## src/rtl/seg_scan_ctrl.sv

```systemverilog
// rtl/seg_scan_ctrl.sv - multiplexed 7-segment scan controller with dead-time blanking and frame-synchronous data swap
// Outputs are registered from next-state values so they line up with the cycle count they describe.
module seg_scan_ctrl #(
  parameter int DIGITS   = 4,
  parameter int PRESCALE = 50000,
  parameter int BLANK    = 16
) (
  input  logic                  clk,
  input  logic                  rst,
  input  logic                  load,
  input  logic [4*DIGITS-1:0]   data,
  input  logic                  lz_en,
  output logic [3:0]            nib,
  output logic [DIGITS-1:0]     an,
  output logic                  frame_tick,
  output logic                  pend
);

  localparam int CW = $clog2(PRESCALE);
  localparam int IW = (DIGITS > 1) ? $clog2(DIGITS) : 1;

  typedef enum logic {ST_BLANK, ST_SHOW} state_t;

  state_t               state, state_n;
  logic [CW-1:0]        cnt, cnt_n;
  logic [IW-1:0]        idx, idx_n;
  logic [4*DIGITS-1:0]  disp, disp_n, shadow;
  logic                 slot_end, frame_end, ft_n, above;
  logic [3:0]           nib_n;
  logic [DIGITS-1:0]    an_n, lz_dark;

  always_comb begin
    slot_end  = (cnt == CW'(PRESCALE - 1));
    frame_end = slot_end && (idx == IW'(DIGITS - 1));

    cnt_n = slot_end ? '0 : cnt + 1'b1;
    idx_n = idx;
    if (slot_end)
      idx_n = (idx == IW'(DIGITS - 1)) ? '0 : idx + 1'b1;

    disp_n = (frame_end && pend) ? shadow : disp;

    state_n = state;
    case (state)
      ST_BLANK: if (cnt_n == CW'(BLANK)) state_n = ST_SHOW;
      ST_SHOW:  if (cnt_n == '0)         state_n = ST_BLANK;
      default:                           state_n = ST_BLANK;
    endcase

    ft_n = (cnt_n == CW'(PRESCALE - 1)) && (idx_n == IW'(DIGITS - 1));

    // A digit is dark when it and everything above it are zero; digit 0 always shows.
    above   = 1'b1;
    lz_dark = '0;
    for (int k = DIGITS - 1; k >= 0; k--) begin
      above      = above && (disp_n[4*k +: 4] == 4'd0);
      lz_dark[k] = lz_en && above && (k != 0);
    end

    nib_n = nib;
    if (cnt_n == '0) begin
      for (int k = 0; k < DIGITS; k++)
        if (idx_n == IW'(k)) nib_n = disp_n[4*k +: 4];
    end

    an_n = '1;
    if (state_n == ST_SHOW) begin
      for (int k = 0; k < DIGITS; k++)
        if ((idx_n == IW'(k)) && !lz_dark[k]) an_n[k] = 1'b0;
    end
  end

  always_ff @(posedge clk or posedge rst) begin
    if (rst) begin
      state      <= ST_BLANK;
      cnt        <= '0;
      idx        <= '0;
      disp       <= '0;
      shadow     <= '0;
      pend       <= 1'b0;
      nib        <= 4'd0;
      an         <= '1;
      frame_tick <= 1'b0;
    end else begin
      state      <= state_n;
      cnt        <= cnt_n;
      idx        <= idx_n;
      disp       <= disp_n;
      nib        <= nib_n;
      an         <= an_n;
      frame_tick <= ft_n;
      // A load on the boundary edge keeps pend set; the swap above used the old shadow.
      if (load) begin
        shadow <= data;
        pend   <= 1'b1;
      end else if (frame_end) begin
        pend   <= 1'b0;
      end
    end
  end

endmodule

```

## config.mk

```make
export PLATFORM = sky130hd
export DESIGN_NAME = seg_scan_ctrl
export DESIGN_NICKNAME = d
export VERILOG_FILES = /design/src/rtl/seg_scan_ctrl.sv
export SDC_FILE = /design/constraint.sdc
export NUM_CORES = 1
export LEC_CHECK = 0
export ABC_AREA = 1
export CORE_MARGIN = 4
export CORE_UTILIZATION = 57
export CTS_CLUSTER_SIZE = 30
export DETAILED_ROUTE_END_ITERATION = 7
export HOLD_SLACK_MARGIN = 0.1
export PLACE_DENSITY = 0.79
export RECOVER_POWER = 50
export SLEW_MARGIN = 15
export SYNTH_ARGS = -nofsm -noshare
export SYNTH_HDL_FRONTEND = slang
export SYNTH_SLANG_ARGS = --single-unit
```

## constraint.sdc

```tcl
create_clock -name clk -period 2.5 [get_ports clk]
set_input_delay 0.25 -clock clk [delete_from_list [all_inputs] [get_ports clk]]
set_output_delay 0.25 -clock clk [all_outputs]
set_load 0.005 [all_outputs]
```

==> impl_metrics.tcl, run 1 <==
set metrics [dict create \
    rsz0062_at_grt "no" \
    slew_headroom_pct 38.6 \
    fmaxAchievable_mhz 437 \
    cts_buffer_depth 2 \
    power_density_mw_per_mm2 529 \
    startpoint "cnt[0]" \
    start_util_pct 59.0 \
    grt_pass1_vias 2757 \
    path_class "reg2reg" \
    grt_max_degree 30 \
    finalHoldViolations 0 \
    max-vdd-ir-drop_mv 0.462 \
    setup_viol 0 \
    drv_cap 0 \
    first_iter_violations 128 \
    multi_input_area_mm2 0.00140 \
    cts_buffers 9 \
    ys_types 25 \
    port_buffers 29 \
    row_count 27 \
    tritoncts "built" \
    grt_first_pass_wirelength_um 12600 \
    overflow 0 \
    ys_warn_count 0 \
    seq_area_frac_synth_pct 46.9 \
    fillerInstances 484 \
    run_status "finished clean" \
    ff_latch_area_mm2 0.00153 \
    postCtsHoldBufs 0 \
    dpl.hpwl_um 5610 \
    power.total_mw 2.06 \
    worstPathMaxFanout 5 \
    cp-end-kind "flip-flop" \
    dieHeight_um 83.7 \
    clock_skew_ns 0.0157 \
    clkLatencyLatePin_ns 0.35 \
    place.gp.congestion 0.981 \
    antenna_left 0 \
    finalCriticalPeriod_ns 2.29 \
    synth_area_mm2 0.00327 \
    cts-root-buf "clkbuf_8" \
    routedWlPerCell_um 13.4 \
    grt_antenna_before_repair 0 \
    worstSetupStartpointType "flip-flop" \
    fin_crit_sh_pct 91.5 \
    die_area_mm2 0.00701 \
    clkTransAtPathRegs_ns 0.07 \
    hp-class "in2async" \
    layout.nets 512 \
    via_count 2856 \
    synth-seq-cells 61 \
    pin_count 30 \
    chipWidth_um 83.7 \
    syn_inst 444 \
    drive_gt1_share_pct 11.9 \
    track_usage_pct 22.8 \
    vias_per_cell 5.09 \
    drt_pass1_iterations 5 \
    clock-sinks 61 \
    htree_num_levels 3 \
    fin_tns_setup_ns 0 \
    drt_wl_total_um 7540 \
    drc 0 \
    finalMaxSlewViolations 0 \
    p_leak_nw 2.16 \
    cp.required_ns 2.79 \
    diodes 0 \
    arrival_ns 2.57 \
    r2r-start "cnt[0]" \
    worstMarginPinSlew_ns 0.920 \
    core_area_mm2 0.00554 \
    area.growth.synth_to_final_pct 19.3 \
    avgSynthCellArea_um2 7.36 \
    synth_nets 472 \
]
[cells by family (layout without fill, tap and decap cells)]
group	after synthesis	after routing	synth area share (%)
buf+inv	91	136	10.9
fa+ha+maj	8	8	3.06
simple gates	255	255	34.3
flops	61	61	46.9
compound gates	29	29	4.86
[path summary, 6_finish.rpt]
| check | end | slack, ns | cells after the start |
|---|---|---|---|
| worst max register to register | nib[2] | 0.21 | 14 |
| worst min register to register | nib[2] | 0.48 | 2 |
| min in group clk | shadow[0] | 0.44 | 3 |
| worst min-delay path | shadow[12] | 0.43 | 2 |
| max in group asynchronous | disp[14] | 0.82 | 3 |
| worst max-delay path | nib[2] | 0.21 | 14 |
[where the power goes]
| part | leakage [nW] | internal [mW] | switching (mW) | total (mW) |
|---|---|---|---|---|
| Sequential | 0.784 | 1.01 | 0.0104 | 1.02 |
| Clock | 0.105 | 0.545 | 0.409 | 0.954 |
| Combinational | 1.27 | 0.0381 | 0.0489 | 0.0870 |
[flip-flops by register name, indices dropped and copies added (netlist names)]
name and cells:
cnt 16, disp 16, shadow 16, an 4, nib 4, idx 2, frame_tick 1, pend 1
state 1
[cells in the mapped netlist (all sizes together)]
library cell  number  area, µm²
nand2            150        578
inv               82        308
dfrtp             57       1430
nor2              54        240
nand3             31        178
o21ai             21        109
nand4             15       93.8
ha                 8        100
clkbuf             6       22.5
nor3               5       30.0
a21oi              4       20.0
dfstp              4        105
buf                2       22.5
o211ai             2       15.0
o21bai             2       15.0
clkinv             1       3.75
[area by class of cell]
class | count | share of cell area, %
clock inverters | 4 | 1.38
inverters | 83 | 7.99
repair buffers | 37 | 8.83
well taps | 72 | 2.31
clock buffers | 12 | 4.24
multi-input cells | 292 | 36.0
flip-flops and latches | 61 | 39.3
[worst max-delay path: stages (launching register included)]
cell and delay, ns:
dfrtp_1 0.41, ha_1 0.22, nand2_2 0.10, nor2_4 0.14, nand3_2 0.10, nor2_4 0.12
nor2_1 0.05, nor2_2 0.17, inv_1 0.11, ha_1 0.30, inv_2 0.13, nand2_1 0.06
o21ai_1 0.17, nand2_1 0.07, nand2_1 0.05
[repair_timing]
action | 4_1_cts | 5_1_grt
endpoints found under the setup margin | 0 | 7
hold endpoints to repair | 0 | 0
buffers inserted | 0 | 1
resized for setup | 0 | 8
[per-layer routing]
layer	global-route usage [%]	vias to the layer above	share of wire (%)
met5	0	-	0
met4	12.6	0	3.5
met3	5.03	26	4.8
met2	38.9	85	51
met1	26.5	1306	41
li1	-	1439	-
[stage by stage]
| step | cell area, µm² | util, % | hold slack (ns) | cells | worst slack, ns |
|---|---|---|---|---|---|
| 2_1_floorplan | 3270 | - | 0.367 | 444 | 0.294 |
| 3_3_place_gp | 3670 | 66.2 | 0.454 | 544 | 0.140 |
| 3_5_place_dp | 3670 | 66.2 | 0.466 | 544 | 0.114 |
| 4_1_cts | 3890 | 70.1 | 0.210 | 560 | 0.0775 |
| 5_1_grt | 3900 | 70.4 | 0.429 | 561 | 0.00827 |
| 6_report | 3900 | 70.4 | 0.426 | 561 | 0.213 |
[cells in the final DEF (no fill, tap or decap), types with 7 or more instances in the layout]
cell type        instances
clkbuf_8                12
clkdlybuf4s50_1         27
dfrtp_1                 57
ha_1                     7
inv_1                   76
nand2_1                144
nand3_1                 28
nand4_1                 15
nor2_1                  43
nor2_2                   8
o21ai_0                 15
Power figures use the tool's default switching activity.
==> run 2: changes to the inputs <==
- SLEW_MARGIN: 15 -> 10
==> results of run 2 <==
Same layout as run 1: the final DEF is identical, and so are final timing and power.
